File: src/rtl/wwd_display_scan.sv
// Display-side capture of the CPU output port: history ring, 4-digit 7-segment scan, PC LEDs.
// Define DISP_HISTORY_EN to build the HIST_DEPTH-entry ring with history_step browsing.
module wwd_display_scan #(
  parameter int SCAN_DIV   = 16,
  parameter int HIST_DEPTH = 4
) (
  input  logic                          clk,
  input  logic                          reset_cpu,
  input  logic [15:0]                   output_port,
  input  logic [7:0]                    PC_below8bit,
  input  logic                          history_step,
  output logic [6:0]                    seg_out,
  output logic [3:0]                    digit_sel,
  output logic [7:0]                    led_out,
  output logic [$clog2(HIST_DEPTH)-1:0] hist_index
);

  localparam int IW = $clog2(HIST_DEPTH);
  localparam int DW = $clog2(SCAN_DIV);

  logic [DW-1:0] div_q, div_d;
  logic [1:0]    ptr_q, ptr_d;
  logic [6:0]    seg_out_q, seg_out_d;
  logic [3:0]    digit_sel_q, digit_sel_d;
  logic [7:0]    led_out_q, led_out_d;
  logic [15:0]   shown_value;
  logic          shown_valid;
  logic [3:0]    nibble;

  function automatic logic [6:0] hex_font(input logic [3:0] n);
    case (n)
      4'h0: hex_font = 7'h40;
      4'h1: hex_font = 7'h79;
      4'h2: hex_font = 7'h24;
      4'h3: hex_font = 7'h30;
      4'h4: hex_font = 7'h19;
      4'h5: hex_font = 7'h12;
      4'h6: hex_font = 7'h02;
      4'h7: hex_font = 7'h78;
      4'h8: hex_font = 7'h00;
      4'h9: hex_font = 7'h10;
      4'hA: hex_font = 7'h08;
      4'hB: hex_font = 7'h03;
      4'hC: hex_font = 7'h46;
      4'hD: hex_font = 7'h21;
      4'hE: hex_font = 7'h06;
      default: hex_font = 7'h0E;
    endcase
  endfunction

`ifdef DISP_HISTORY_EN
  localparam int CW = IW + 1;

  logic [15:0]   hist_q [HIST_DEPTH];
  logic [15:0]   hist_d [HIST_DEPTH];
  logic [IW-1:0] head_q, head_d;
  logic [IW-1:0] idx_q, idx_d;
  logic [CW-1:0] count_q, count_d;
  logic          capture;

  assign capture = (count_q == '0) || (output_port != hist_q[head_q]);

  // A capture always wins over a simultaneous step and snaps the view back to the newest entry.
  always_comb begin
    hist_d  = hist_q;
    head_d  = head_q;
    count_d = count_q;
    idx_d   = idx_q;
    if (capture) begin
      head_d         = head_q + 1'b1;
      hist_d[head_d] = output_port;
      if (count_q != CW'(HIST_DEPTH)) count_d = count_q + 1'b1;
      idx_d = '0;
    end else if (history_step && (count_q > CW'(1))) begin
      idx_d = ((CW'(idx_q) + 1'b1) == count_q) ? '0 : idx_q + 1'b1;
    end
  end

  always_ff @(posedge clk) begin
    if (reset_cpu) begin
      for (int i = 0; i < HIST_DEPTH; i++) hist_q[i] <= '0;
      head_q  <= '0;
      idx_q   <= '0;
      count_q <= '0;
    end else begin
      hist_q  <= hist_d;
      head_q  <= head_d;
      idx_q   <= idx_d;
      count_q <= count_d;
    end
  end

  assign shown_value = hist_q[head_q - idx_q];
  assign shown_valid = (count_q != '0);
  assign hist_index  = idx_q;
`else
  logic [15:0] value_q, value_d;
  logic        valid_q, valid_d;
  logic        unused_history_step;

  assign unused_history_step = history_step;

  always_comb begin
    value_d = value_q;
    valid_d = valid_q;
    if (!valid_q || (output_port != value_q)) begin
      value_d = output_port;
      valid_d = 1'b1;
    end
  end

  always_ff @(posedge clk) begin
    if (reset_cpu) begin
      value_q <= '0;
      valid_q <= 1'b0;
    end else begin
      value_q <= value_d;
      valid_q <= valid_d;
    end
  end

  assign shown_value = value_q;
  assign shown_valid = valid_q;
  assign hist_index  = '0;
`endif

  // Segments are looked up for the digit that becomes active on this edge so select and data switch together.
  always_comb begin
    div_d = div_q + 1'b1;
    ptr_d = ptr_q;
    if (div_q == DW'(SCAN_DIV - 1)) begin
      div_d = '0;
      ptr_d = ptr_q + 1'b1;
    end
    nibble      = shown_value[{ptr_d, 2'b00} +: 4];
    seg_out_d   = shown_valid ? hex_font(nibble) : 7'h7F;
    digit_sel_d = ~(4'b0001 << ptr_d);
    led_out_d   = PC_below8bit;
  end

  always_ff @(posedge clk) begin
    if (reset_cpu) begin
      div_q       <= '0;
      ptr_q       <= '0;
      seg_out_q   <= 7'h7F;
      digit_sel_q <= 4'b1110;
      led_out_q   <= '0;
    end else begin
      div_q       <= div_d;
      ptr_q       <= ptr_d;
      seg_out_q   <= seg_out_d;
      digit_sel_q <= digit_sel_d;
      led_out_q   <= led_out_d;
    end
  end

  assign seg_out   = seg_out_q;
  assign digit_sel = digit_sel_q;
  assign led_out   = led_out_q;

endmodule

File: config.mk
export PLATFORM = sky130hd
export DESIGN_NAME = wwd_display_scan
export DESIGN_NICKNAME = d
export VERILOG_FILES = /design/src/rtl/wwd_display_scan.sv
export SDC_FILE = /design/constraint.sdc
export NUM_CORES = 1
export LEC_CHECK = 0
export CORE_ASPECT_RATIO = 0.8
export CORE_MARGIN = 3
export CORE_UTILIZATION = 42
export DETAILED_ROUTE_END_ITERATION = 10
export GPL_ROUTABILITY_DRIVEN = 1
export MAX_ROUTING_LAYER = met4
export PLACE_DENSITY_LB_ADDON = 0.1
export SYNTH_ARGS = -nofsm -noshare
export SYNTH_HDL_FRONTEND = slang
export SYNTH_SLANG_ARGS = --single-unit
File: constraint.sdc
create_clock -name clk -period 2.36 [get_ports clk]
set_input_delay 0.354 -clock clk [delete_from_list [all_inputs] [get_ports clk]]
set_output_delay 0.354 -clock clk [all_outputs]
set_load 0.05 [all_outputs]
==> results of run 1 <==
## worst max-delay path, stage by stage (launching register included)
cell and delay [ns]:
dfxtp_1 0.35, ha_1 0.23, buf_4 0.16, and4_1 0.24
nor4_2 0.37, a221oi_2 0.06, buf_4 0.19, or2b_1 0.26
o22ai_1 0.15, o21ai_1 0.09
## per-stage QoR
stage          cells  utilization [%]  hold slack [ns]
2_1_floorplan    154                -            0.426
3_3_place_gp     245             59.4            0.466
3_5_place_dp     245             59.4            0.522
5_1_grt          256             62.6            0.531
4_1_cts          253             61.7            0.533
6_report         256             62.6            0.529
## cell usage after synthesis
library cell and number:
nand2b_1 4, conb_1 1, or3_1 2, or2_2 1
mux2_2 3, o221ai_1 4, a311oi_1 1, a21o_1 1
inv_1 6, nor2b_1 27, nand3_1 2, and4_1 1
mux2i_4 1, xnor2_2 1, and3_1 1, buf_4 5
o22a_1 1, o21ai_1 1, a221oi_2 2, nor4_1 2
xnor2_1 2, or2b_1 1, clkbuf_1 3, nand2_1 3
a31oi_1 1, nor3_1 1, mux2i_1 4, nand4_1 1
ha_1 7, dfxtp_1 42, nor3b_1 1, nor2_1 3
o211ai_1 4, a21oi_1 3, o22ai_1 5, buf_6 1
buf_2 2, or2_1 1, a21oi_2 1
## registers in the layout, indices dropped and copies added (netlist names)
name and count:
ptr_q 2, digit_sel 4, shown_valid 1, seg_out 7, led_out 8, div_q 4
shown_value 16
## timing repair
item	4_1_cts	5_1_grt
resized for setup	0	3
pin swaps	1	1
hold buffers	0	0
setup buffers	1	3
setup endpoints to repair	1	6
## cells by family (layout without fill, tap and decap cells)
group                    Yosys count  count (layout)
AO/OA/AOI/OAI                     24              24
XOR/XNOR                           3               3
adder cells (fa/ha/maj)            7               7
buffers and inverters             17              67
flip-flops                        42              42
multiplexers                       8               8
other                              1               2
AND/OR/NAND/NOR                   51              51
## worst paths after layout
check,slack (ns),endpoint,startpoint,cells past startpoint
worst max-delay path,0.12,seg_out[0],div_q[0],9
worst min-delay path,0.53,div_q[0],div_q[0],1
worst max register to register,0.12,seg_out[0],div_q[0],9
worst min register to register,0.53,div_q[0],div_q[0],1
## report_power, final
group          leakage (nW)  internal, mW  switching, mW
logic                 0.509         0.103          0.112
clock network        0.0383         0.203          0.210
registers             0.348         0.743         0.0137
total                 0.895          1.05          0.336
## per-layer routing
metal  track usage, %  up-vias  routed length, um
met3             5.19        2                231
met5                -        -                  0
li1                 -      619                  -
met1             15.6      525               1370
met2             21.3       42               1300
met4             5.43        0                 22
## cell type report
class	count	area share [%]
flip-flops and latches	42	37.4
multi-input cells	95	32.4
repair buffers	54	22.9
clock buffers	7	3.39
well taps	52	2.89
inverters	6	1.00
==> results.txt, run 1 <==
Status: complete, no violations
Period Utilization, post-route: 94.8%
Vias per Instance: 4.64
Most frequent cells in the layout: 44 x clkdlybuf4s50_1, 42 x dfxtp_1, 27 x nor2b_1
Initial core utilization: 45.9%
Top cell type's share of synthesized area: 51.1%
Area of the multi-input gates: 728 sq um
DRC Markers: 0
Root buf cell: clkbuf_8
Top post-synthesis cells by area: dfxtp_1 51%, nor2b_1 10%, ha_1 5.3%
Placer Congestion: 0.817
Reg clk slew, reported paths: 0.07 ns
Total gr overflow: 0
Post-Synth Simple-Gate Area: 18.5%
CP Class: flip-flop to flip-flop
Synth Area in Compound Gates: 11.3%
H-tree levels: 2
Max_cap viols: 0
Register area: 841 sq um
CTS tree: yes
ANT cells: 0
Mean Syn Cell Area: 10.8 sq um
FILL cells: 301
Fin nets: 238
Worst-Skew Late Latency: 0.28 ns
Number of global-route vias before repair: 1073
Post-synth top area cell: dfxtp_1
Startpoint types: flip-flop
Post-place setup slack: -0.0411 ns
Synth Instances: 153
XOR/XNOR Fraction of Synth Area: 2.05%
Post-synthesis mux area share: 5.85%
Die area: 4710 sq um
Core box area: 3590 sq um
Initial antenna violation count: 0
Pwr dens: 616 nW/um^2
Main combinational cell family by area after synthesis: simple AND/OR/NAND/NOR gates
Ys Warns: 0
Post-Synth Adder-Cell Area: 5.32%
Hold crit path type: flip-flop to flip-flop
Fmax: 0.447 GHz
Wirelength per Cell: 11.4 um
Worst slew pin tran: 0.507 ns
Relative slew slack: 66.1%
Area Growth Syn to Fin: 36.6%
Final ANT Viol Nets: 0
TNS Setup: 0 ns
Total CTS buffers: 5
Period minus WS final: 2.24 ns
Worst-path fanout max: 12
Final Slew Violations: 0
DR pass1 iterations: 4
Largest net degree at the start of global routing: 32
Overall Global Routing Usage: 13.4%
Cell Area, Placed: 2130 sq um
Fraction of layout cells with a size suffix above 1: 12.7%
Final Hold Vio Count: 0
Vias: 1188
Sequential element share of the synthesized area: 51.1%
Most common cell after layout, fill and taps aside: clkdlybuf4s50_1
CP Data Arrival Time: 2.39 ns
Port Buf Inserts: 44
Clk buf depth: 2
Routed WL: 2930 um
Clk_skew: 0.00829 ns
RSZ-0062 raised after global routing: false
First-pass GRT wire length: 4750 um
Netlist cell types: 39
Peak supply drop: 521 uV
Floorplan die height: 62 um
Final Instance Area: 2250 sq um
CP Capture Type: flip-flop
Die W: 76.0 um
Worst EP required: 2.51 ns
Leakage: 0.895 nW
DP HPWL: 2170 um
# IOs: 48
Sink Count: 42
Row count: 19
Drt initial violations: 50
Final setup viols: 0
Power Total: 1.39 mW
Setup ws final: 0.122 ns
FF+latch count, synth: 42
Post-Synthesis Cell Area: 1650 sq um
No activity file was read; power rests on OpenSTA's default activity.
==> run 2, diff against run 1 <==
--- a/config.mk
+++ b/config.mk
@@ -12,6 +12,7 @@
 export GPL_ROUTABILITY_DRIVEN = 1
 export MAX_ROUTING_LAYER = met4
 export PLACE_DENSITY_LB_ADDON = 0.1
+export SKIP_LAST_GASP = 1
 export SYNTH_ARGS = -nofsm -noshare
 export SYNTH_HDL_FRONTEND = slang
 export SYNTH_SLANG_ARGS = --single-unit
==> run 2 against run 1 <==
Via count did not move; clock power about the same; routed wire length down 0.48%; cell count unchanged; first-iteration DRC count is 30% higher; cell area is 0.17% lower; maximum frequency fell by 0.71%; clock-buffer cell count did not move; register-to-register slack got worse by 0.02 ns; die area unchanged; utilization decreased by 0.10 points; largest cell class unchanged; largest power group unchanged.
==> results.txt, run 2 (same netlist as run 1, synthesis figures left out) <==
Most crowded layer after global routing: met2 (unchanged)
Reg2Reg Depth: 10 (was 9)
Wirelength per Cell: 11.4 um (about the same)
Peak supply drop: 521 uV (about the same)
Fin nets: 238 (unchanged)
Met3 Resource Use GR: 5.19% (unchanged)
DP HPWL: 2170 um (unchanged)
FILL cells: 301 (unchanged)
Max FFs per register: 16 (unchanged)
Worst EP required: 2.50 ns (was 2.51 ns)
Routed WL: 2920 um (was 2930 um)
Worst-Skew Late Latency: 0.28 ns (about the same)
Pwr dens: 617 nW/um^2 (was 616 nW/um^2)
Leakage: 0.896 nW (was 0.895 nW)
Reg-to-reg endpoint: seg_out[3] (was seg_out[0])
Vias per Instance: 4.64 (unchanged)
Sw frac: 24.2% (about the same)
Reg clk slew, reported paths: 0.07 ns (about the same)
TNS Setup: 0 ns (unchanged)
Number of global-route vias before repair: 1073 (unchanged)
Placer Congestion: 0.817 (unchanged)
Drt initial violations: 65 (was 50)
CP Capture Type: flip-flop (unchanged)
Worst slew pin tran: 0.507 ns (unchanged)
Max_cap viols: 0 (unchanged)
Clock power frac: 29.9% (about the same)
Initial antenna violation count: 0 (unchanged)
CTS tree: yes (unchanged)
Period Utilization, post-route: 95.5% (was 94.8%)
Internal power: 1.05 mW (about the same)
Clk buf depth: 2 (unchanged)
Most common cell after layout, fill and taps aside: clkdlybuf4s50_1 (unchanged)
Vias: 1188 (unchanged)
Worst hold margin: 0.531 ns (was 0.529 ns)
Clk_skew: 0.00762 ns (was 0.00829 ns)
Relative slew slack: 66.1% (unchanged)
DRC Markers: 0 (unchanged)
Die area: 4710 sq um (unchanged)
# IOs: 48 (unchanged)
Fraction of layout cells with a size suffix above 1: 12.7% (unchanged)
DR pass1 iterations: 4 (unchanged)
Power Total: 1.38 mW (was 1.39 mW)
Hold path startpoint: div_q[0] (unchanged)
Reg-to-Reg Start: div_q[0] (unchanged)
Total CTS buffers: 5 (unchanged)
Core box area: 3590 sq um (unchanged)
Overall Global Routing Usage: 13.4% (unchanged)
ANT cells: 0 (unchanged)
Period minus WS final: 2.25 ns (was 2.24 ns)
Startpoint types: flip-flop (unchanged)
Status: complete, no violations (unchanged)
Largest net degree at the start of global routing: 32 (unchanged)
Sink Count: 42 (unchanged)
CP Class: flip-flop to flip-flop (unchanged)
Final setup viols: 0 (unchanged)
Row count: 19 (unchanged)
Area Growth Syn to Fin: 36.3% (was 36.6%)
Cts hold-fix bufs: 0 (unchanged)
Hold crit path type: flip-flop to flip-flop (unchanged)
Hold Crit Depth: 1 (unchanged)
Most frequent cells in the layout: 44 x clkdlybuf4s50_1, 42 x dfxtp_1, 27 x nor2b_1 (unchanged)
Root buf cell: clkbuf_8 (unchanged)
First-pass GRT wire length: 4750 um (unchanged)
Final Hold Vio Count: 0 (unchanged)
Total gr overflow: 0 (unchanged)
R2R Setup Slk: 0.11 ns (was 0.12 ns)
Gate power share: 15.5% (about the same)
Met1 Resource Use GR: 15.6% (unchanged)
Die W: 76.0 um (unchanged)
Initial core utilization: 45.9% (unchanged)
Final Slew Violations: 0 (unchanged)
Met2 GRT Util: 21.3% (unchanged)
Floorplan die height: 62 um (unchanged)
Worst-path fanout max: 6 (was 12)
Worst Hold End: div_q[0] (unchanged)
Final ANT Viol Nets: 0 (unchanged)
Reg power frac: 54.7% (was 54.6%)
NetSw: 335 uW (was 336 uW)
Port Buf Inserts: 44 (unchanged)
H-tree levels: 2 (unchanged)
CP Data Arrival Time: 2.39 ns (about the same)
Fmax: 0.444 GHz (was 0.447 GHz)
RSZ-0062 raised after global routing: true (was false)
## run 2: cell count changes in the layout (fill, tap and decap cells not counted)
cell | previous run | this run
and3_2 | 0 | 1
and3_4 | 1 | 0
## run 2: critical path: stages (launching register included)
cell	delay, ns
dfxtp_1	0.35
ha_1	0.22
and3_2	0.29
mux2i_4	0.21
buf_4	0.15
a21oi_2	0.21
inv_1	0.12
ha_1	0.31
nand2b_1	0.06
o211ai_1	0.08
o211ai_1	0.12
## run 2: how the worst max path moves through the flow
| stage | from | endpoint | slack, ns | cells after the start |
|---|---|---|---|---|
| 2_1_floorplan | div_q[0] | seg_out[5] | 0.13 | 9 |
| 3_5_place_dp | div_q[0] | seg_out[3] | -0.04 | 10 |
| 3_3_place_gp | div_q[0] | seg_out[3] | 0.05 | 10 |
| 4_1_cts | div_q[0] | seg_out[3] | 0.01 | 10 |
| 5_1_grt | div_q[0] | seg_out[3] | -0.06 | 10 |
| 6_report | div_q[0] | seg_out[3] | 0.11 | 10 |
## run 2: per-stage QoR
stage | cells | utilization (%) | setup WS (ns) | area (sq um)
global route | 256 | 62.5 | -0.0645 | 2240
CTS | 253 | 61.7 | 0.0120 | 2210
detailed placement | 245 | 59.4 | -0.0411 | 2130
floorplan | 154 | - | 0.128 | 1650
global placement | 245 | 59.4 | 0.0503 | 2130
finish | 256 | 62.5 | 0.106 | 2240
## run 2: layer usage
metal	vias to the layer above	part of all wire [%]
li1	617	-
met1	525	47
met2	44	44
met5	-	0
met4	0	0.75
met3	2	8.0
## run 2: power groups by stage
stage | logic (mW) | clock network, mW | registers, mW
finish | 0.214 | 0.413 | 0.757
global route | 0.231 | 0.460 | 0.760
CTS | 0.213 | 0.428 | 0.757
detailed placement | 0.212 | 0 | 0.773
global placement | 0.208 | 0 | 0.771
floorplan | 0.0804 | 0 | 0.821
## run 2: final cells by class
type,count,area [sq um],share of cell area (%)
Multi-Input combinational cell,95,724,32.3
Tap cell,52,65.1,2.90
Timing Repair Buffer,54,515,23.0
Sequential cell,42,841,37.5
Inverter,6,22.5,1.00
Clock buffer,7,76.3,3.40
## run 2: repair_timing
item | in CTS | in global routing
gates resized for setup | 0 | 2
setup buffers | 1 | 3
setup endpoints to repair | 1 | 6
pin swaps | 1 | 1
==> run 3, diff against run 2 <==
--- a/config.mk
+++ b/config.mk
@@ -13,6 +13,7 @@
 export MAX_ROUTING_LAYER = met4
 export PLACE_DENSITY_LB_ADDON = 0.1
 export SKIP_LAST_GASP = 1
+export SLEW_MARGIN = 20
 export SYNTH_ARGS = -nofsm -noshare
 export SYNTH_HDL_FRONTEND = slang
 export SYNTH_SLANG_ARGS = --single-unit
==> results of run 3 <==
Final layout, timing and power as in run 2 (identical DEF).
